## src/rtl/adder_arbiter_seq_pkg.sv

```systemverilog
// Shared types and constants for the nibble-serial adder sequencer.
package adder_arbiter_seq_pkg;

    localparam int unsigned NIBBLE_W = 4;

    typedef enum logic [1:0] {
        IDLE = 2'd0,
        ADD  = 2'd1,
        DONE = 2'd2
    } state_t;

    // Nibble index width; a single-nibble operand still needs one bit.
    function automatic int unsigned idx_width(input int unsigned nibbles);
        return (nibbles > 1) ? $clog2(nibbles) : 1;
    endfunction

endpackage

```

## src/rtl/parallel_adder_4bit.sv

```systemverilog
// Combinational 4-bit ripple-carry adder shared by both requesters.
module parallel_adder_4bit
    import adder_arbiter_seq_pkg::*;
(
    input  logic [NIBBLE_W-1:0] a,
    input  logic [NIBBLE_W-1:0] b,
    input  logic                cin,
    output logic [NIBBLE_W-1:0] s,
    output logic                cout
);

    logic [NIBBLE_W:0] c;

    always_comb begin
        c    = '0;
        s    = '0;
        c[0] = cin;
        for (int i = 0; i < NIBBLE_W; i++) begin
            s[i]     = a[i] ^ b[i] ^ c[i];
            c[i + 1] = (a[i] & b[i]) | (c[i] & (a[i] ^ b[i]));
        end
    end

    assign cout = c[NIBBLE_W];

endmodule

```

## src/rtl/adder_arbiter_seq.sv

```systemverilog
// Two-requester arbiter that sequences wide additions through one 4-bit adder,
// one nibble per cycle, and returns the tagged result on a shared response bus.
module adder_arbiter_seq
    import adder_arbiter_seq_pkg::*;
#(
    parameter int unsigned NIBBLES = 4
) (
    input  logic                         clk,
    input  logic                         rst_n,
    input  logic                         req0_valid,
    output logic                         req0_ready,
    input  logic [NIBBLE_W*NIBBLES-1:0]  req0_a,
    input  logic [NIBBLE_W*NIBBLES-1:0]  req0_b,
    input  logic                         req0_cin,
    input  logic                         req1_valid,
    output logic                         req1_ready,
    input  logic [NIBBLE_W*NIBBLES-1:0]  req1_a,
    input  logic [NIBBLE_W*NIBBLES-1:0]  req1_b,
    input  logic                         req1_cin,
    output logic                         rsp_valid,
    output logic                         rsp_id,
    output logic [NIBBLE_W*NIBBLES-1:0]  rsp_sum,
    output logic                         rsp_cout,
    output logic                         busy
);

    localparam int unsigned W     = NIBBLE_W * NIBBLES;
    localparam int unsigned IDX_W = idx_width(NIBBLES);
    localparam logic [IDX_W-1:0] LAST_IDX = IDX_W'(NIBBLES - 1);

    state_t             state_q;
    logic               prio_q;
    logic               id_q;
    logic               carry_q;
    logic [IDX_W-1:0]   idx_q;
    logic [W-1:0]       opa_q;
    logic [W-1:0]       opb_q;
    logic [W-1:0]       sum_q;
    logic               rsp_valid_q;
    logic               rsp_id_q;
    logic               rsp_cout_q;
    logic [W-1:0]       rsp_sum_q;

    logic               grant_id;
    logic               accept;
    int unsigned        nib_base;
    logic [NIBBLE_W-1:0] nib_a;
    logic [NIBBLE_W-1:0] nib_b;
    logic [NIBBLE_W-1:0] add_s;
    logic               add_cout;
    logic [W-1:0]       sum_d;

    // A lone requester wins outright; on contention the rotating pointer decides.
    assign grant_id   = (req0_valid & req1_valid) ? prio_q : req1_valid;
    assign accept     = rst_n & (state_q == IDLE) & (req0_valid | req1_valid);
    assign req0_ready = accept & ~grant_id;
    assign req1_ready = accept & grant_id;
    assign busy       = (state_q != IDLE);

    // Select the current nibble and splice the adder result back into the sum.
    always_comb begin
        nib_base = NIBBLE_W * 32'(idx_q);
        nib_a    = opa_q[nib_base +: NIBBLE_W];
        nib_b    = opb_q[nib_base +: NIBBLE_W];
        sum_d    = sum_q;
        sum_d[nib_base +: NIBBLE_W] = add_s;
    end

    parallel_adder_4bit u_adder (
        .a    (nib_a),
        .b    (nib_b),
        .cin  (carry_q),
        .s    (add_s),
        .cout (add_cout)
    );

    always_ff @(posedge clk or negedge rst_n) begin
        if (!rst_n) begin
            state_q     <= IDLE;
            prio_q      <= 1'b0;
            id_q        <= 1'b0;
            carry_q     <= 1'b0;
            idx_q       <= '0;
            opa_q       <= '0;
            opb_q       <= '0;
            sum_q       <= '0;
            rsp_valid_q <= 1'b0;
            rsp_id_q    <= 1'b0;
            rsp_cout_q  <= 1'b0;
            rsp_sum_q   <= '0;
        end else begin
            rsp_valid_q <= 1'b0;
            case (state_q)
                IDLE: begin
                    if (accept) begin
                        opa_q   <= grant_id ? req1_a : req0_a;
                        opb_q   <= grant_id ? req1_b : req0_b;
                        carry_q <= grant_id ? req1_cin : req0_cin;
                        idx_q   <= '0;
                        id_q    <= grant_id;
                        prio_q  <= ~grant_id;
                        state_q <= ADD;
                    end
                end
                ADD: begin
                    sum_q   <= sum_d;
                    carry_q <= add_cout;
                    idx_q   <= idx_q + IDX_W'(1);
                    // Last nibble: publish the finished result as DONE is entered.
                    if (idx_q == LAST_IDX) begin
                        state_q     <= DONE;
                        rsp_valid_q <= 1'b1;
                        rsp_sum_q   <= sum_d;
                        rsp_cout_q  <= add_cout;
                        rsp_id_q    <= id_q;
                    end
                end
                DONE: begin
                    state_q <= IDLE;
                end
                default: begin
                    state_q <= IDLE;
                end
            endcase
        end
    end

    assign rsp_valid = rsp_valid_q;
    assign rsp_id    = rsp_id_q;
    assign rsp_sum   = rsp_sum_q;
    assign rsp_cout  = rsp_cout_q;

endmodule

```

## config.mk

```make
export PLATFORM = sky130hd
export DESIGN_NAME = adder_arbiter_seq
export DESIGN_NICKNAME = d
export VERILOG_FILES = /design/src/rtl/adder_arbiter_seq_pkg.sv /design/src/rtl/parallel_adder_4bit.sv /design/src/rtl/adder_arbiter_seq.sv
export SDC_FILE = /design/constraint.sdc
export NUM_CORES = 1
export LEC_CHECK = 0
export BUFFER_PORTS_ARGS = -buffer_cell sky130_fd_sc_hd__buf_2
export CAP_MARGIN = 20
export CORE_AREA = 10 10 110 112
export CTS_CLUSTER_SIZE = 30
export DETAILED_ROUTE_END_ITERATION = 10
export DIE_AREA = 0 0 120 122
export GPL_ROUTABILITY_DRIVEN = 0
export PLACE_DENSITY = 0.59
export SLEW_MARGIN = 20
export SYNTH_ARGS = -nofsm -noshare
export SYNTH_HDL_FRONTEND = slang
export SYNTH_SLANG_ARGS = --single-unit
```

## constraint.sdc

```tcl
create_clock -name clk -period 3.27 [get_ports clk]
set_input_delay 0.1635 -clock clk [delete_from_list [all_inputs] [get_ports clk]]
set_output_delay 0.1635 -clock clk [all_outputs]
set_load 0.005 [all_outputs]
```

# After elaboration in Yosys (flattened, before gate mapping)

Cells that the tools add are included.

Register bits after elaboration: 74
Bits of input ports: 70
Output and inout bits: 22
Logic and storage cells: 70

Shift-type cells: 4
$add $sub $neg: 2
Reductions and logical operators: 7
Equality and inequality tests: 4
Bitwise gates (word level): 27
Mux-type cells: 14

Operators by type and width:

| operator                                                                 | count |
|---|---|
| 4-bit negator with 34-bit output                                         | 1 |
| 4-bit by 34-bit variable shift with 16-bit output (first input constant) | 1 |
| 4-bit by 34-bit indexed part select with 16-bit output                   | 1 |
| 16-bit two-way mux                                                       | 2 |
| 16-bit by 5-bit indexed part select with 4-bit output                    | 2 |
| 16-bit bitwise mux                                                       | 1 |
| 1-bit bitwise AND                                                        | 13 |
| 2-bit case mux with 2 select lines                                       | 2 |
| 2-bit AND reduction                                                      | 4 |
| 1-bit XOR                                                                | 8 |
| 2-bit two-way mux                                                        | 3 |
| 1-bit two-way mux                                                        | 5 |
| 1-bit OR                                                                 | 5 |
| 2-bit inequality test (second input constant)                            | 2 |
| 2-bit nonzero test                                                       | 2 |
| 2-bit by 1-bit adder with 2-bit output (second input constant)           | 1 |
| 2-bit by 1-bit equality test with 1-bit output (second input constant)   | 1 |
| 2-bit equality test (second input constant)                              | 1 |
| 2-bit zero test                                                          | 1 |
| 1-bit case mux with 2 select lines                                       | 1 |
| 1-bit inverter                                                           | 1 |

# Depth between registers and ports, before layout

Gate-level depths: netlist (run 1).

Depth in word-level cells: 11
Gate-level depth with buffers: 13
Depth with buffers taken out: 11

# Hierarchy

From an unflattened synthesis (run 1), not the netlist that was laid out.

Cell total of the unflattened synthesis: 301
Area total of the unflattened synthesis: 3,487.1 sq um

Modules (own cells, without submodules):

| module              | seq. area each (sq um) | times used | area an instance (sq um) | cells an instance |
|---|---|---|---|---|
| adder_arbiter_seq   | 1,751.7                | 1          | 3,369.5                  | 287 |
| parallel_adder_4bit | 0.0                    | 1          | 117.6                    | 14 |

# Worst setup path after synthesis (run 1)

No wires, ideal clock.

Path type: register to register
From: reg idx_q[0]
To: reg carry_q
Data arrival time: 2.925 ns
Required time: 3.144 ns
Library setup time: 0.126 ns
Cell stages (with the launch flop): 13
Path slack: 0.219 ns
Clock period less this slack: 3.051 ns
Buffers on the path: 1
Cell sequence: dfrtp_1 -> buf_2 -> mux4_2 -> inv_1 -> fa_1 -> inv_1 -> fa_1 -> inv_1 -> fa_1 -> inv_1 -> fa_1 -> a32o_1 -> a221o_1

Word-level cells in the longest chain between the ends: 11
Elaborated cells on any way between the ends: 19
Classes of those cells: shift (2); mux (1); bitwise (16)

Ends and longest elaborated chain:

| what                                                                     | RTL line                                         | source |
|---|---|---|
| from (decl)                                                              | adder_arbiter_seq.sv:35                          | `logic [IDX_W-1:0] idx_q;` |
| from (signal assigned)                                                   | adder_arbiter_seq.sv:108                         | `idx_q <= idx_q + IDX_W'(1);` |
| 16-bit by 5-bit indexed part select with 4-bit output (on tied branches) | adder_arbiter_seq.sv:63, adder_arbiter_seq.sv:64 |  |
| 1-bit XOR                                                                | parallel_adder_4bit.sv:20                        | `c[i + 1] = (a[i] & b[i]) \| (c[i] & (a[i] ^ b[i]));` |
| 1-bit bitwise AND                                                        | parallel_adder_4bit.sv:20                        |  |
| 1-bit OR                                                                 | parallel_adder_4bit.sv:20                        |  |
| 1-bit bitwise AND                                                        | parallel_adder_4bit.sv:20                        |  |
| 1-bit OR                                                                 | parallel_adder_4bit.sv:20                        |  |
| 1-bit bitwise AND                                                        | parallel_adder_4bit.sv:20                        |  |
| 1-bit OR                                                                 | parallel_adder_4bit.sv:20                        |  |
| 1-bit bitwise AND                                                        | parallel_adder_4bit.sv:20                        |  |
| 1-bit OR *                                                               | parallel_adder_4bit.sv:20                        |  |
| via add_cout                                                             | adder_arbiter_seq.sv:50                          | `logic add_cout;` |
| 1-bit case mux with 2 select lines *                                     | adder_arbiter_seq.sv:93                          | `case (state_q)` |
| to (signal assigned)                                                     | adder_arbiter_seq.sv:98                          | `carry_q <= grant_id ? req1_cin : req0_cin;` |
| to (signal assigned)                                                     | adder_arbiter_seq.sv:107                         | `carry_q <= add_cout;` |
| to (decl)                                                                | adder_arbiter_seq.sv:34                          | `logic carry_q;` |

The timed path passes the listed nets; every way through them passes the cells marked *.
A chain may end at the register's enable or synchronous reset.

# Worst setup path after layout (run 1)

From: reg idx_q[0]
To: reg rsp_sum_q[15], in the netlist rsp_sum[15]

Word-level cells in the longest chain between the ends: 11
Elaborated cells on any way between the ends: 25
Classes of those cells: add/sub (1); eq/ne (1); shift (4); mux (1); bitwise (17); reduce/logical (1)

Ends and longest elaborated chain:

| what                                                                     | RTL line                                             | source |
|---|---|---|
| 16-bit by 5-bit indexed part select with 4-bit output (on tied branches) | adder_arbiter_seq.sv:63, adder_arbiter_seq.sv:64     |  |
| 1-bit XOR                                                                | parallel_adder_4bit.sv:19, parallel_adder_4bit.sv:20 |  |
| 1-bit bitwise AND                                                        | parallel_adder_4bit.sv:20                            |  |
| 1-bit OR                                                                 | parallel_adder_4bit.sv:20                            |  |
| 1-bit bitwise AND                                                        | parallel_adder_4bit.sv:20                            |  |
| 1-bit OR                                                                 | parallel_adder_4bit.sv:20                            |  |
| 1-bit bitwise AND                                                        | parallel_adder_4bit.sv:20                            |  |
| 1-bit OR                                                                 | parallel_adder_4bit.sv:20                            |  |
| 1-bit XOR                                                                | parallel_adder_4bit.sv:19                            | `s[i] = a[i] ^ b[i] ^ c[i];` |
| 4-bit by 34-bit indexed part select with 16-bit output                   | adder_arbiter_seq.sv:66                              | `sum_d[nib_base +: NIBBLE_W] = add_s;` |
| 16-bit bitwise mux                                                       | adder_arbiter_seq.sv:66                              |  |
| to (signal assigned)                                                     | adder_arbiter_seq.sv:113                             | `rsp_sum_q <= sum_d;` |
| to (decl)                                                                | adder_arbiter_seq.sv:42                              | `logic [W-1:0] rsp_sum_q;` |

Parallel ways exist; a longest one is shown, timed or not.

==> results of run 1 <==
metal layers:
metal  vias to the layer above  GRT usage [%]  part of all wire (%)
met1                      1286          17.08                    48
met2                        88          18.47                    44
li1                       1336              -                     -
met5                         -              0                     0
met3                        15          4.672                   6.7
met4                         0          4.751                   1.8
worst paths after layout:
path	from	endpoint	slack [ns]	cells past startpoint
max	idx_q[0]	rsp_sum[15]	0.32	11
min	req0_a[11]	opa_q[11]	0.05	2
max reg2reg	idx_q[0]	rsp_sum[15]	0.32	11
min reg2reg	rsp_sum[6]	rsp_sum[6]	0.47	2
max in group asynchronous	rst_n	opb_q[11]	2.61	2
min in group asynchronous	rst_n	state_q[1]	0.07	2
layout make-up:
class	instances	area (um2)
clock buffers	12	145.1
clock inverters	3	40.04
fillers	971	5609
inverters	14	52.55
multi-input cells	198	1629
flip-flops and latches	74	1852
well taps	136	170.2
repair buffers	103	548.0
registers in the layout, indices dropped and copies added, names as in the netlist:
signal	flops
opa_q	16
opb_q	16
rsp_sum	16
sum_q	16
idx_q	2
state_q	2
carry_q	1
id_q	1
prio_q	1
rsp_cout	1
rsp_id	1
rsp_valid	1
power groups by stage:
| stage | Clock, mW | Sequential, mW | Combinational (mW) |
|---|---|---|---|
| 2_1_floorplan | 0 | 1.45 | 1.54 |
| 3_3_place_gp | 0 | 1.52 | 2.16 |
| 3_5_place_dp | 0 | 1.54 | 2.17 |
| 4_1_cts | 0.706 | 1.52 | 2.17 |
| 5_1_grt | 0.750 | 1.57 | 2.41 |
| 6_report | 0.683 | 1.51 | 2.16 |
timing repair:
| item | in CTS | in global routing |
|---|---|---|
| setup buffers | 0 | 0 |
| resized for setup | 0 | 1 |
| setup endpoints to repair | 0 | 1 |
layout by cell type (no fill, tap or decap), types with 2 or more instances in the layout:
cell type                  instances
sky130_fd_sc_hd__ha_1              6
sky130_fd_sc_hd__buf_2            90
sky130_fd_sc_hd__o21ai_0          16
sky130_fd_sc_hd__nand2_1          23
sky130_fd_sc_hd__a21oi_1          19
sky130_fd_sc_hd__clkbuf_1          2
sky130_fd_sc_hd__clkbuf_8         10
sky130_fd_sc_hd__mux4_2            8
sky130_fd_sc_hd__nor2b_1          18
sky130_fd_sc_hd__nor4bb_1          3
sky130_fd_sc_hd__mux2_2            3
sky130_fd_sc_hd__nor2_1            4
sky130_fd_sc_hd__a21boi_0         32
sky130_fd_sc_hd__dfrtp_1          74
sky130_fd_sc_hd__inv_1            14
sky130_fd_sc_hd__clkinv_2          2
sky130_fd_sc_hd__a221o_1          33
sky130_fd_sc_hd__buf_4            13
sky130_fd_sc_hd__a22o_1            8
sky130_fd_sc_hd__a32o_1            9
sky130_fd_sc_hd__fa_1              3
sky130_fd_sc_hd__and2_1            2
stage by stage:
| stage | power [mW] | util [%] | area [um2] | setup slack [ns] |
|---|---|---|---|---|
| 2_1_floorplan | 2.990 | - | 3691 | 0.2192 |
| 3_5_place_dp | 3.708 | 42.30 | 4249 | 0.2576 |
| 3_3_place_gp | 3.683 | 42.30 | 4249 | 0.2968 |
| 6_report | 4.356 | 44.16 | 4437 | 0.3213 |
| 5_1_grt | 4.729 | 44.16 | 4437 | 0.07697 |
| 4_1_cts | 4.403 | 44.14 | 4434 | 0.2310 |
worst max-delay path: cells and delay by family, from the launching register on:
family,cells,cell delay [ns]
AOI/OAI and AO/OA,2,0.24
adders and majority gates,4,1.32
buffers and inverters,4,0.27
DFF,1,0.52
muxes,1,0.54
cells by family after synthesis:
family / Yosys count
DFF: 74
and+or+nand+nor: 58
muxes: 11
AOI/OAI and AO/OA: 119
buffers and inverters: 42
adders and majority gates: 10
==> flow_summary.html, run 1 <==
<table>
<tr><th>Metric</th><th>Value</th></tr>
<tr><th colspan="2">STA</th></tr>
<tr><td>Normalized max-slew margin</td><td>30.93%</td></tr>
<tr><td>Time the final worst path needs with I/O delays and setup</td><td>about 2.9 ns</td></tr>
<tr><td>Highest attainable clock frequency</td><td>339.1 MHz</td></tr>
<tr><td>Setup repair after global routing missed its margin</td><td>false</td></tr>
<tr><td>Hold slack</td><td>between 0.05 and 0.06 ns</td></tr>
<tr><td>Setup violation total in the final timing report</td><td>0</td></tr>
<tr><td>Number of slew-limit violations in the final report</td><td>0</td></tr>
<tr><td>Hold Violations, Final</td><td>0</td></tr>
<tr><td>Least-Margin Pin Slew</td><td>1.036 ns</td></tr>
<tr><td>Sum of negative setup slack</td><td>0 ns</td></tr>
<tr><td>Setup Skew</td><td>between 0.006 and 0.007 ns</td></tr>
<tr><td>Portion of the clock cycle consumed by the worst path in the final layout</td><td>~90%</td></tr>
<tr><th colspan="2">Synth</th></tr>
<tr><td>Count of flip-flops with a built-in enable after synthesis</td><td>0</td></tr>
<tr><td>Area share of xor/xnor cells in the synthesized design</td><td>0%</td></tr>
<tr><td>Most instantiated library cell after synthesis</td><td>sky130_fd_sc_hd__dfrtp_1</td></tr>
<tr><td>Portion of synthesized cell area occupied by the leading cell type</td><td>50.17%</td></tr>
<tr><td>Number of warnings reported in the yosys synthesis log</td><td>0</td></tr>
<tr><td>Synth unique cells</td><td>31</td></tr>
<tr><td>Number of instances in the synthesized netlist</td><td>between 300 and 400</td></tr>
<tr><td>Dominant combinational cell family by area after synthesis</td><td>compound AO/OA/AOI/OAI gates</td></tr>
<tr><td>Post-synthesis adder-cell area fraction</td><td>between 4 and 5%</td></tr>
<tr><td>Top area cells in the synthesized netlist</td><td>sky130_fd_sc_hd__dfrtp_1 50%, sky130_fd_sc_hd__a221o_1 8.9%, sky130_fd_sc_hd__a21boi_0 6.5%, sky130_fd_sc_hd__mux4_2 4.9%, sky130_fd_sc_hd__nor2b_1 3.1%</td></tr>
<tr><td>Post-synthesis compound-gate area fraction</td><td>between 20% and 30%</td></tr>
<tr><td>Async set or reset register ratio after synthesis</td><td>100.0%</td></tr>
<tr><td>Simple-gate area share of the yosys netlist</td><td>a little under 9%</td></tr>
<tr><td>Top cell type by total area after synthesis</td><td>sky130_fd_sc_hd__dfrtp_1</td></tr>
<tr><td>Post-synthesis register bit count</td><td>74</td></tr>
<tr><td>Sequential-to-total area share from yosys stat</td><td>50.17%</td></tr>
<tr><td>Avg Inst Size Synth</td><td>about 12 um2</td></tr>
<tr><td>Synthesized net count</td><td>~390</td></tr>
<tr><td>Most used flip-flop cell after synthesis</td><td>sky130_fd_sc_hd__dfrtp_1</td></tr>
<tr><td>Cell types with the highest counts after synthesis</td><td>74 x sky130_fd_sc_hd__dfrtp_1, 33 x sky130_fd_sc_hd__a221o_1, 32 x sky130_fd_sc_hd__a21boi_0, 23 x sky130_fd_sc_hd__nand2_1, 19 x sky130_fd_sc_hd__a21oi_1</td></tr>
<tr><td>Proportion of synthesized area in mux cells</td><td>5.797%</td></tr>
<tr><td>Combined area of all synthesized cells</td><td>between 3000 and 4000 um2</td></tr>
<tr><th colspan="2">Global routing</th></tr>
<tr><td>Overall routing resource usage</td><td>12.75%</td></tr>
<tr><td>Vias in the first global route</td><td>slightly below 3000</td></tr>
<tr><td>Total congestion overflow</td><td>0</td></tr>
<tr><td>First-pass GRT wire length</td><td>approximately 15000 um</td></tr>
<tr><td>Initial antenna violation count</td><td>0</td></tr>
<tr><td>Pin count of the biggest net entering global routing</td><td>75</td></tr>
<tr><th colspan="2">Pwr</th></tr>
<tr><td>Sw Pwr</td><td>~1.7 mW</td></tr>
<tr><td>Maximum ir drop on the vdd rail</td><td>0.4078 mV</td></tr>
<tr><td>Static leakage</td><td>~2.1 nW</td></tr>
<tr><td>Reg power frac</td><td>34.8%</td></tr>
<tr><td>Pwr dens</td><td>approximately 980 nW/um2</td></tr>
<tr><td>Pint</td><td>~2.6 mW</td></tr>
<tr><td>Clk network pwr share</td><td>between 10% and 20%</td></tr>
<tr><td>Proportion of total power due to net switching</td><td>39.64%</td></tr>
<tr><td>Share of power burned in combinational logic</td><td>around half</td></tr>
<tr><th colspan="2">Clock network</th></tr>
<tr><td>Buffer depth of the longest clock path</td><td>2</td></tr>
<tr><td>CTS tree</td><td>built</td></tr>
<tr><td>TritonCTS Buffers</td><td>9</td></tr>
<tr><td>Sink count of the clock tree</td><td>74</td></tr>
<tr><td>Post-CTS clock slew at the launch and capture registers of the worst setup and hold paths</td><td>approximately 0.080 ns</td></tr>
<tr><td>Root buffer cell</td><td>sky130_fd_sc_hd__clkbuf_8</td></tr>
<tr><td>Quantity of hold-fixing buffers added after cts</td><td>0</td></tr>
<tr><td>Deepest level of the CTS H-tree</td><td>3</td></tr>
<tr><td>Insertion delay of the later-clocked pin in the worst-skew pair</td><td>approximately 0.33 ns</td></tr>
<tr><th colspan="2">Placement</th></tr>
<tr><td>Post-Place Cells</td><td>approximately 530</td></tr>
<tr><td>Post-detail-place hpwl</td><td>~6800 um</td></tr>
<tr><td>Buffers added on ports</td><td>a little over 90</td></tr>
<tr><th colspan="2">Route</th></tr>
<tr><td>Vias per Instance</td><td>between 5 and 6</td></tr>
<tr><td>Pre-antenna DRT Iters</td><td>4</td></tr>
<tr><td>Detailed-route wire length</td><td>roughly 9000 um</td></tr>
<tr><td>Via count</td><td>~2700</td></tr>
<tr><td>Post-route antenna net violation count</td><td>0</td></tr>
<tr><td>Post-route DRC</td><td>0</td></tr>
<tr><td>DR iter-0 viols</td><td>181</td></tr>
<tr><td>Avg WL per Cell</td><td>around 17 um</td></tr>
<tr><th colspan="2">Layout</th></tr>
<tr><td>Share of layout cells above drive strength 1</td><td>approximately a third</td></tr>
<tr><td>Cell Count, Final, Fillers Out</td><td>540</td></tr>
<tr><td>Net total in the final layout</td><td>480</td></tr>
<tr><td>Area added between synthesis and finish</td><td>20.20%</td></tr>
<tr><td>Diode insertion count for antenna repair</td><td>0</td></tr>
<tr><th colspan="2">Setup path</th></tr>
<tr><td>Cell occurring most often along the worst timing path</td><td>sky130_fd_sc_hd__inv_1</td></tr>
<tr><td>Startpoint kind of the worst setup timing path</td><td>flop</td></tr>
<tr><td>Critical path class</td><td>reg2reg</td></tr>
<tr><td>Element type at the critical path end</td><td>flop</td></tr>
<tr><td>Crit-path slowest cell</td><td>sky130_fd_sc_hd__fa_2</td></tr>
<tr><td>Data arrival at the endpoint of the critical path</td><td>roughly 3.2 ns</td></tr>
<tr><td>Crit path cell chain</td><td>mux4_2 &gt; inv_1 &gt; fa_1 &gt; inv_1 &gt; fa_1 &gt; inv_1 &gt; fa_1 &gt; inv_1 &gt; fa_2 &gt; a21oi_1 &gt; o21ai_0</td></tr>
<tr><td>Required time of the worst setup path</td><td>3.52 ns</td></tr>
<tr><td>Maximum fanout along the worst path</td><td>8</td></tr>
<tr><td>Maximum single-stage delay on the critical path</td><td>approximately 0.64 ns</td></tr>
<tr><th colspan="2">Floorplanning</th></tr>
<tr><td>Number of I/O pins</td><td>92</td></tr>
<tr><td>Initial Utilization</td><td>between 30 and 40%</td></tr>
<tr><td>Die Y</td><td>~120 um</td></tr>
<tr><td>Area enclosed by the die boundary</td><td>approximately 15000 um2</td></tr>
<tr><td>Count of standard-cell rows</td><td>37</td></tr>
<tr><td>Core footprint</td><td>around 10000 um2</td></tr>
<tr><td>Horizontal extent of the die</td><td>~120 um</td></tr>
<tr><th colspan="2">Outcome</th></tr>
<tr><td>Status</td><td>finished, final reports clean</td></tr>
<tr><th colspan="2">Hold path</th></tr>
<tr><td>Path class of the lowest-slack min-delay path</td><td>in2reg</td></tr>
<tr><th colspan="2">Run</th></tr>
<tr><td>Max-Cap Viols</td><td>0</td></tr>
</table>
(Power assumes the default switching activity.)
==> run 2: changes to the inputs <==
CORE_AREA = 10 10 99 101   (was 10 10 110 112)
DIE_AREA = 0 0 109 111   (was 0 0 120 122)
PLACE_DENSITY = 0.72   (was 0.59)
==> run 2 against run 1 <==
  * Design area fell by 0.68%
  * Total power rose by 1.1%
  * Clock power rose by 2%
  * Non-clock buffer count did not move
  * Via count rose by 2.1%
  * Critical path type unchanged
  * Sequential power barely moved
  * Routed wire length fell by 1.7%
  * Utilization rose by 11 points
==> flow_summary.html, run 2 (synthesis gave the netlist of run 1 again) <==
<table>
<tr><th>Metric</th><th>Value</th></tr>
<tr><th colspan="2">Global routing</th></tr>
<tr><td>Met1 track demand over resource</td><td>20.46%</td></tr>
<tr><td>Most used routing layer in global routing</td><td>met2</td></tr>
<tr><td>Overall routing resource usage</td><td>15.42%</td></tr>
<tr><td>Total congestion overflow</td><td>0</td></tr>
<tr><td>Met2 GRT Util</td><td>between 20% and 30%</td></tr>
<tr><td>Pin count of the biggest net entering global routing</td><td>75</td></tr>
<tr><td>Vias in the first global route</td><td>approximately 3000</td></tr>
<tr><td>First-pass GRT wire length</td><td>about 15000 um</td></tr>
<tr><td>Global-route met3 utilization</td><td>under 10%</td></tr>
<tr><td>Initial antenna violation count</td><td>0</td></tr>
<tr><th colspan="2">Pwr</th></tr>
<tr><td>Total power draw</td><td>about 4.4 mW</td></tr>
<tr><td>Static leakage</td><td>around 2.1 nW</td></tr>
<tr><td>Maximum ir drop on the vdd rail</td><td>roughly 0.55 mV</td></tr>
<tr><td>Pwr dens</td><td>approximately 1000 nW/um2</td></tr>
<tr><th colspan="2">Setup path</th></tr>
<tr><td>Crit-path slowest cell</td><td>sky130_fd_sc_hd__fa_2</td></tr>
<tr><td>Reg-to-Reg End</td><td>rsp_sum[11]</td></tr>
<tr><td>Maximum single-stage delay on the critical path</td><td>between 0.6 and 0.7 ns</td></tr>
<tr><td>Kind of cell with the highest combined delay on the critical path</td><td>adder cells</td></tr>
<tr><td>Data arrival at the endpoint of the critical path</td><td>roughly 3.2 ns</td></tr>
<tr><td>Element type at the critical path end</td><td>flop</td></tr>
<tr><td>Crit path cell chain</td><td>mux4_2 &gt; inv_1 &gt; fa_1 &gt; inv_1 &gt; fa_1 &gt; inv_1 &gt; fa_1 &gt; inv_1 &gt; fa_2 &gt; a21oi_1 &gt; o21ai_0</td></tr>
<tr><td>Critical path class</td><td>reg2reg</td></tr>
<tr><td>Startpoint kind of the worst setup timing path</td><td>flop</td></tr>
<tr><td>Launching point of the worst reg2reg path</td><td>idx_q[0]</td></tr>
<tr><td>Required time of the worst setup path</td><td>~3.6 ns</td></tr>
<tr><td>Critical path depth</td><td>11</td></tr>
<tr><td>Depth of the most critical reg-to-reg path</td><td>11</td></tr>
<tr><td>Cell occurring most often along the worst timing path</td><td>sky130_fd_sc_hd__inv_1</td></tr>
<tr><td>Maximum fanout along the worst path</td><td>8</td></tr>
<tr><td>Register-to-register setup slack</td><td>roughly 0.31 ns</td></tr>
<tr><td>Buffers plus inverters on the worst setup path</td><td>4</td></tr>
<tr><th colspan="2">Route</th></tr>
<tr><td>Post-route antenna net violation count</td><td>0</td></tr>
<tr><td>Detailed-route wire length</td><td>8966 um</td></tr>
<tr><td>Pre-antenna DRT Iters</td><td>4</td></tr>
<tr><td>Vias per Instance</td><td>~5.5</td></tr>
<tr><td>Avg WL per Cell</td><td>roughly 18 um</td></tr>
<tr><td>Via count</td><td>about 2800</td></tr>
<tr><td>DR iter-0 viols</td><td>90</td></tr>
<tr><td>Post-route DRC</td><td>0</td></tr>
<tr><th colspan="2">STA</th></tr>
<tr><td>Setup repair after global routing missed its margin</td><td>false</td></tr>
<tr><td>Time the final worst path needs with I/O delays and setup</td><td>between 2 and 3 ns</td></tr>
<tr><td>Setup violation total in the final timing report</td><td>0</td></tr>
<tr><td>Sum of negative setup slack</td><td>0 ns</td></tr>
<tr><td>Highest attainable clock frequency</td><td>between 300 and 400 MHz</td></tr>
<tr><td>Hold Violations, Final</td><td>0</td></tr>
<tr><td>Normalized max-slew margin</td><td>between 30 and 40%</td></tr>
<tr><td>Least-Margin Pin Slew</td><td>around 0.95 ns</td></tr>
<tr><td>Number of slew-limit violations in the final report</td><td>0</td></tr>
<tr><td>Setup Skew</td><td>a little over 0.008 ns</td></tr>
<tr><td>Portion of the clock cycle consumed by the worst path in the final layout</td><td>between 90 and 100%</td></tr>
<tr><th colspan="2">Clock network</th></tr>
<tr><td>Buffer depth of the longest clock path</td><td>2</td></tr>
<tr><td>Post-CTS clock slew at the launch and capture registers of the worst setup and hold paths</td><td>~0.080 ns</td></tr>
<tr><td>Cells resized by post-CTS repair</td><td>0</td></tr>
<tr><td>TritonCTS Buffers</td><td>9</td></tr>
<tr><td>Quantity of hold-fixing buffers added after cts</td><td>0</td></tr>
<tr><td>Insertion delay of the later-clocked pin in the worst-skew pair</td><td>0.35 ns</td></tr>
<tr><td>Root buffer cell</td><td>sky130_fd_sc_hd__clkbuf_8</td></tr>
<tr><td>Deepest level of the CTS H-tree</td><td>3</td></tr>
<tr><td>Sink count of the clock tree</td><td>between 70 and 80</td></tr>
<tr><td>CTS tree</td><td>built</td></tr>
<tr><td>Number of buffers added for setup after CTS</td><td>0</td></tr>
<tr><th colspan="2">Outcome</th></tr>
<tr><td>Status</td><td>finished, final reports clean</td></tr>
<tr><th colspan="2">Floorplanning</th></tr>
<tr><td>Initial Utilization</td><td>46.32%</td></tr>
<tr><td>Die Y</td><td>between 100 and 150 um</td></tr>
<tr><td>Core footprint</td><td>7969 um2</td></tr>
<tr><td>Count of standard-cell rows</td><td>33</td></tr>
<tr><td>Number of I/O pins</td><td>92</td></tr>
<tr><td>Horizontal extent of the die</td><td>approximately 110 um</td></tr>
<tr><td>Area enclosed by the die boundary</td><td>between 10000 and 15000 um2</td></tr>
<tr><th colspan="2">Placement</th></tr>
<tr><td>Post-detailed-placement cell area</td><td>about 4200 um2</td></tr>
<tr><td>Post-detail-place hpwl</td><td>approximately 6600 um</td></tr>
<tr><td>Buffers added on ports</td><td>91</td></tr>
<tr><td>Post-Place Cells</td><td>494</td></tr>
<tr><th colspan="2">Hold path</th></tr>
<tr><td>Hold path depth</td><td>2</td></tr>
<tr><td>Path class of the lowest-slack min-delay path</td><td>in2reg</td></tr>
<tr><td>End of the worst hold path</td><td>opb_q[9]</td></tr>
<tr><td>Start point of the worst hold path</td><td>req1_b[9]</td></tr>
<tr><th colspan="2">Layout</th></tr>
<tr><td>Highest-count cells in the layout ignoring fill and taps</td><td>90 x sky130_fd_sc_hd__buf_2, 74 x sky130_fd_sc_hd__dfrtp_1, 33 x sky130_fd_sc_hd__a221o_1</td></tr>
<tr><td>Most frequent standard cell in the layout excluding fill and tap cells</td><td>sky130_fd_sc_hd__buf_2</td></tr>
<tr><td>Diode insertion count for antenna repair</td><td>0</td></tr>
<tr><td>Net total in the final layout</td><td>480</td></tr>
<tr><td>Util after Layout</td><td>55.30%</td></tr>
<tr><td>Area added between synthesis and finish</td><td>19.39%</td></tr>
<tr><td>Cell area after layout</td><td>around 4400 um2</td></tr>
<tr><td>Number of filler instances in the final layout</td><td>689</td></tr>
<tr><td>Share of layout cells above drive strength 1</td><td>roughly 33%</td></tr>
<tr><td>Cell Count, Final, Fillers Out</td><td>510</td></tr>
<tr><th colspan="2">Run</th></tr>
<tr><td>Max-Cap Viols</td><td>0</td></tr>
</table>
run 2: changes by cell type in the layout (fill, tap and decap cells not counted), sizes merged:
| cell | change |
|---|---|
| clkbuf | -3 |
| clkinvlp | +4 |
run 2: worst max-delay path by stage:
stage                   to  slack, ns     start
2_1_floorplan      carry_q       0.22  idx_q[0]
3_3_place_gp   rsp_sum[11]       0.36  idx_q[0]
3_5_place_dp   rsp_sum[15]       0.22  idx_q[0]
4_1_cts        rsp_sum[15]       0.20  idx_q[0]
5_1_grt         rsp_sum[7]       0.06  idx_q[0]
6_report       rsp_sum[11]       0.31  idx_q[0]
run 2: worst register-to-register path, delay by kind of cell (launching register included):
family / cells / cell delay (ns)
AOI/OAI and AO/OA: 2 / 0.24
DFF: 1 / 0.48
adders and majority gates: 4 / 1.37
muxes: 1 / 0.53
buffers and inverters: 4 / 0.27
run 2: where the power goes:
part           switching [mW]  internal [mW]  total [mW]
clock network           0.351          0.349       0.699
registers               0.228           1.29        1.51
logic                    1.21          0.979        2.19
run 2: cell type report:
class	count	area (um2)	area share, %
inverter	14	52.55	1.193
timing repair buffer	103	548.0	12.44
clock inverter	7	70.07	1.590
sequential	74	1852	42.02
clock buffer	9	123.9	2.811
tap	105	131.4	2.981
multi-input combinational	198	1629	36.97
run 2: routing by layer:
| layer | up-vias | wire, um | share of wire (%) |
|---|---|---|---|
| met5 | - | 0 | 0 |
| met3 | 10 | 669 | 7.5 |
| li1 | 1341 | - | - |
| met2 | 101 | 4070 | 45 |
| met4 | 0 | 114 | 1.3 |
| met1 | 1331 | 4112 | 46 |
run 2: metrics by stage:
step           hold WS (ns)  worst slack, ns
2_1_floorplan       -0.1321           0.2192
3_3_place_gp         0.3968           0.3552
3_5_place_dp         0.3960           0.2250
4_1_cts             0.02151           0.2045
5_1_grt             0.02086          0.06422
6_report            0.03614           0.3110
==> run 3: changes to the inputs <==
CORE_AREA = 10 10 98 100   (was 10 10 99 101)
DIE_AREA = 0 0 108 110   (was 0 0 109 111)
PLACE_DENSITY = 0.7   (was 0.72)
SYNTH_HIERARCHICAL = 1   (was not set)
==> run 3 against run 2 <==
  * Routed wire length decreased by 4.1%
  * Via count shrank 2.2%
  * Combinational power down 5%
  * Design area decreased by 3.0%
  * Clock power up 19%
  * Flip-flop and latch count fell by 4
  * Die area fell by 1.8%
  * First-iteration DRC count rose by 41%
  * Sequential share of layout area decreased by 1.0 points
  * Register-to-register slack got worse by 0.11 ns
  * Non-clock buffer count did not move
  * Highest routed layer unchanged
==> flow_summary.html, run 3 <==
<table>
<tr><th>Metric</th><th>Value</th></tr>
<tr><th colspan="2">Outcome</th></tr>
<tr><td>Status</td><td>finished, final reports clean</td></tr>
<tr><th colspan="2">Synth</th></tr>
<tr><td>Number of instances in the synthesized netlist</td><td>~300</td></tr>
<tr><td>Portion of synthesized cell area occupied by the leading cell type</td><td>50.23%</td></tr>
<tr><td>Sequential-to-total area share from yosys stat</td><td>50.23%</td></tr>
<tr><td>Most instantiated library cell after synthesis</td><td>sky130_fd_sc_hd__dfrtp_1</td></tr>
<tr><td>Most used flip-flop cell after synthesis</td><td>sky130_fd_sc_hd__dfrtp_1</td></tr>
<tr><td>Post-synthesis register bit count</td><td>70</td></tr>
<tr><td>Top cell type by total area after synthesis</td><td>sky130_fd_sc_hd__dfrtp_1</td></tr>
<tr><td>Count of flip-flops with a built-in enable after synthesis</td><td>0</td></tr>
<tr><td>Combined area of all synthesized cells</td><td>about 3500 um2</td></tr>
<tr><td>Synth unique cells</td><td>36</td></tr>
<tr><td>Cell types with the highest counts after synthesis</td><td>70 x sky130_fd_sc_hd__dfrtp_1, 32 x sky130_fd_sc_hd__a221o_1, 32 x sky130_fd_sc_hd__o21a_1, 23 x sky130_fd_sc_hd__nand2_1</td></tr>
<tr><td>Number of warnings reported in the yosys synthesis log</td><td>6</td></tr>
<tr><td>Top area cells in the synthesized netlist</td><td>sky130_fd_sc_hd__dfrtp_1 50%, sky130_fd_sc_hd__a221o_1 9.2%, sky130_fd_sc_hd__o21a_1 6.9%, sky130_fd_sc_hd__mux4_2 5.2%, sky130_fd_sc_hd__a32o_1 3.2%</td></tr>
<tr><td>Avg Inst Size Synth</td><td>around 12 um2</td></tr>
<tr><td>Async set or reset register ratio after synthesis</td><td>100.0%</td></tr>
<tr><td>Synthesized net count</td><td>380</td></tr>
<tr><th colspan="2">Floorplanning</th></tr>
<tr><td>Number of I/O pins</td><td>92</td></tr>
<tr><td>Area enclosed by the die boundary</td><td>about 12000 um2</td></tr>
<tr><td>Core footprint</td><td>7647 um2</td></tr>
<tr><td>Initial Utilization</td><td>45.60%</td></tr>
<tr><td>Horizontal extent of the die</td><td>around 110 um</td></tr>
<tr><td>Count of standard-cell rows</td><td>32</td></tr>
<tr><td>Die Y</td><td>around 110 um</td></tr>
<tr><th colspan="2">Route</th></tr>
<tr><td>Detailed-route wire length</td><td>8596 um</td></tr>
<tr><td>Pre-antenna DRT Iters</td><td>4</td></tr>
<tr><td>Vias per Instance</td><td>5.479</td></tr>
<tr><td>Via count</td><td>around 2700</td></tr>
<tr><td>DR iter-0 viols</td><td>between 100 and 150</td></tr>
<tr><td>Avg WL per Cell</td><td>17.30 um</td></tr>
<tr><td>Post-route antenna net violation count</td><td>0</td></tr>
<tr><td>Post-route DRC</td><td>0</td></tr>
<tr><th colspan="2">Global routing</th></tr>
<tr><td>Vias in the first global route</td><td>2830</td></tr>
<tr><td>Pin count of the biggest net entering global routing</td><td>52</td></tr>
<tr><td>Overall routing resource usage</td><td>between 10% and 20%</td></tr>
<tr><td>Initial antenna violation count</td><td>0</td></tr>
<tr><td>Total congestion overflow</td><td>0</td></tr>
<tr><td>First-pass GRT wire length</td><td>roughly 14000 um</td></tr>
<tr><th colspan="2">Placement</th></tr>
<tr><td>Post-detail-place hpwl</td><td>around 6500 um</td></tr>
<tr><td>Buffers added on ports</td><td>91</td></tr>
<tr><th colspan="2">Layout</th></tr>
<tr><td>Highest-count cells in the layout ignoring fill and taps</td><td>91 x sky130_fd_sc_hd__buf_2, 69 x sky130_fd_sc_hd__dfrtp_1, 32 x sky130_fd_sc_hd__o21a_1, 32 x sky130_fd_sc_hd__a221o_1, 23 x sky130_fd_sc_hd__nand2_1</td></tr>
<tr><td>Share of layout cells above drive strength 1</td><td>32.66%</td></tr>
<tr><td>Most frequent standard cell in the layout excluding fill and tap cells</td><td>sky130_fd_sc_hd__buf_2</td></tr>
<tr><td>Net total in the final layout</td><td>around 470</td></tr>
<tr><td>Diode insertion count for antenna repair</td><td>0</td></tr>
<tr><td>Area added between synthesis and finish</td><td>22.53%</td></tr>
<tr><th colspan="2">Clock network</th></tr>
<tr><td>Sink count of the clock tree</td><td>70</td></tr>
<tr><td>Root buffer cell</td><td>sky130_fd_sc_hd__clkbuf_8</td></tr>
<tr><td>Post-CTS clock slew at the launch and capture registers of the worst setup and hold paths</td><td>roughly 0.070 ns</td></tr>
<tr><td>TritonCTS Buffers</td><td>9</td></tr>
<tr><td>Number of buffers added for setup after CTS</td><td>0</td></tr>
<tr><td>Buffer depth of the longest clock path</td><td>2</td></tr>
<tr><td>Deepest level of the CTS H-tree</td><td>3</td></tr>
<tr><td>Insertion delay of the later-clocked pin in the worst-skew pair</td><td>approximately 0.35 ns</td></tr>
<tr><td>CTS tree</td><td>built</td></tr>
<tr><th colspan="2">STA</th></tr>
<tr><td>Setup repair after global routing missed its margin</td><td>false</td></tr>
<tr><td>Setup Skew</td><td>0.005849 ns</td></tr>
<tr><td>Normalized max-slew margin</td><td>roughly 42%</td></tr>
<tr><td>Number of slew-limit violations in the final report</td><td>0</td></tr>
<tr><td>Highest attainable clock frequency</td><td>approximately 330 MHz</td></tr>
<tr><td>Sum of negative setup slack</td><td>0 ns</td></tr>
<tr><td>Time the final worst path needs with I/O delays and setup</td><td>roughly 3.1 ns</td></tr>
<tr><td>Hold slack</td><td>~0.035 ns</td></tr>
<tr><td>Hold Violations, Final</td><td>0</td></tr>
<tr><td>Portion of the clock cycle consumed by the worst path in the final layout</td><td>approximately 94%</td></tr>
<tr><td>Setup violation total in the final timing report</td><td>0</td></tr>
<tr><td>Least-Margin Pin Slew</td><td>0.8643 ns</td></tr>
<tr><th colspan="2">Pwr</th></tr>
<tr><td>Clk network pwr share</td><td>18.9%</td></tr>
<tr><td>Sw Pwr</td><td>between 1.5 and 2 mW</td></tr>
<tr><td>Pwr dens</td><td>between 1000 and 1500 nW/um2</td></tr>
<tr><td>Reg power frac</td><td>34.1%</td></tr>
<tr><td>Static leakage</td><td>approximately 2 nW</td></tr>
<tr><td>Maximum ir drop on the vdd rail</td><td>about 0.54 mV</td></tr>
<tr><td>Proportion of total power due to net switching</td><td>38.62%</td></tr>
<tr><td>Pint</td><td>between 2 and 3 mW</td></tr>
<tr><td>Share of power burned in combinational logic</td><td>47.0%</td></tr>
<tr><th colspan="2">Setup path</th></tr>
<tr><td>Worst setup path endpoint</td><td>rsp_sum[11]</td></tr>
<tr><td>Worst setup path startpoint</td><td>idx_q[0]</td></tr>
<tr><td>Crit path cell chain</td><td>mux4_2 &gt; fa_1 &gt; inv_1 &gt; fa_1 &gt; inv_1 &gt; fa_1 &gt; inv_1 &gt; fa_1 &gt; inv_1 &gt; nand2_1 &gt; o211ai_1</td></tr>
<tr><td>Maximum fanout along the worst path</td><td>6</td></tr>
<tr><td>Register-to-register setup slack</td><td>0.20 ns</td></tr>
<tr><td>Startpoint kind of the worst setup timing path</td><td>flop</td></tr>
<tr><td>Maximum single-stage delay on the critical path</td><td>between 0.5 and 0.6 ns</td></tr>
<tr><td>Critical path class</td><td>reg2reg</td></tr>
<tr><td>Depth of the most critical reg-to-reg path</td><td>11</td></tr>
<tr><td>Launching point of the worst reg2reg path</td><td>idx_q[0]</td></tr>
<tr><td>Buffers plus inverters on the worst setup path</td><td>4</td></tr>
<tr><td>Crit-path slowest cell</td><td>sky130_fd_sc_hd__mux4_2</td></tr>
<tr><td>Kind of cell with the highest combined delay on the critical path</td><td>adder cells</td></tr>
<tr><td>Critical path depth</td><td>11</td></tr>
<tr><td>Reg-to-Reg End</td><td>rsp_sum[11]</td></tr>
<tr><td>Required time of the worst setup path</td><td>about 3.5 ns</td></tr>
<tr><td>Data arrival at the endpoint of the critical path</td><td>approximately 3.3 ns</td></tr>
<tr><td>Element type at the critical path end</td><td>flop</td></tr>
<tr><th colspan="2">Hold path</th></tr>
<tr><td>Path class of the lowest-slack min-delay path</td><td>in2reg</td></tr>
<tr><th colspan="2">Run</th></tr>
<tr><td>Max-Cap Viols</td><td>0</td></tr>
</table>
## run 3: worst min path at each step
stage                          from  endpoint  slack [ns]  depth (start not counted)
after floorplan               rst_n   carry_q       -0.13                          0
after global placement        rst_n      id_q        0.15                          1
after detailed placement      rst_n      id_q        0.15                          1
after CTS                 req0_b[3]  opb_q[3]        0.02                          2
after global routing      req0_b[3]  opb_q[3]        0.02                          2
final                     req1_a[1]  opa_q[1]        0.04                          2
## run 3: cell families after synthesis
family	count (synthesis)	synth area share, %
AOI/OAI and AO/OA	104	24.79
adders and majority gates	9	4.091
buffers and inverters	43	5.705
DFF	70	50.23
muxes	8	5.167
and+or+nand+nor	67	10.01
## run 3: power by group through the flow
stage	Sequential [mW]	Combinational [mW]	Clock, mW
finish	1.50	2.07	0.833
global route	1.55	2.33	0.884
CTS	1.51	2.11	0.847
detailed placement	1.52	2.11	0
global placement	1.50	2.07	0
floorplan	1.43	1.52	0
## run 3: worst register-to-register path, cell delays in order (launching register included)
cell	delay [ns]
sky130_fd_sc_hd__dfrtp_2	0.46
sky130_fd_sc_hd__mux4_2	0.55
sky130_fd_sc_hd__fa_1	0.42
sky130_fd_sc_hd__inv_1	0.08
sky130_fd_sc_hd__fa_1	0.15
sky130_fd_sc_hd__inv_1	0.05
sky130_fd_sc_hd__fa_1	0.36
sky130_fd_sc_hd__inv_1	0.08
sky130_fd_sc_hd__fa_1	0.40
sky130_fd_sc_hd__inv_1	0.18
sky130_fd_sc_hd__nand2_1	0.09
sky130_fd_sc_hd__o211ai_1	0.18
## run 3: stage by stage
| step | instances | area [um2] | utilization, % | total power, mW | setup WS, ns |
|---|---|---|---|---|---|
| 3_3_place_gp | 480 | 4024 | 52.62 | 3.564 | 0.1892 |
| 2_1_floorplan | 301 | 3491 | - | 2.951 | 0.1074 |
| 4_1_cts | 497 | 4272 | 55.86 | 4.467 | 0.07029 |
| 3_5_place_dp | 480 | 4024 | 52.62 | 3.626 | 0.08292 |
| 5_1_grt | 497 | 4273 | 55.87 | 4.768 | 0.03021 |
| 6_report | 497 | 4273 | 55.87 | 4.410 | 0.1994 |
## run 3: final cells by class
cell class              count  area (um2)
well taps                 102       127.6
clock buffers              10       127.6
multi-input cells         188        1539
inverters                  18       67.56
flip-flops and latches     70        1753
clock inverters             6       110.1
fillers                   677        3374
repair buffers            103       548.0
## run 3: per-layer routing
| metal | share of wire [%] | global-route usage [%] | routed length (um) |
|---|---|---|---|
| met5 | 0 | 0 | 0 |
| met4 | 1.4 | 5.057 | 123 |
| met3 | 7.6 | 6.326 | 654 |
| met2 | 45 | 21.94 | 3868 |
| met1 | 46 | 18.77 | 3949 |
## run 3: repair_timing
item | CTS | global route
hold buffers | 1 | 0
gates resized for setup | 0 | 1
endpoints found under the setup margin | 0 | 4
endpoints found under the hold margin | 19 | 0
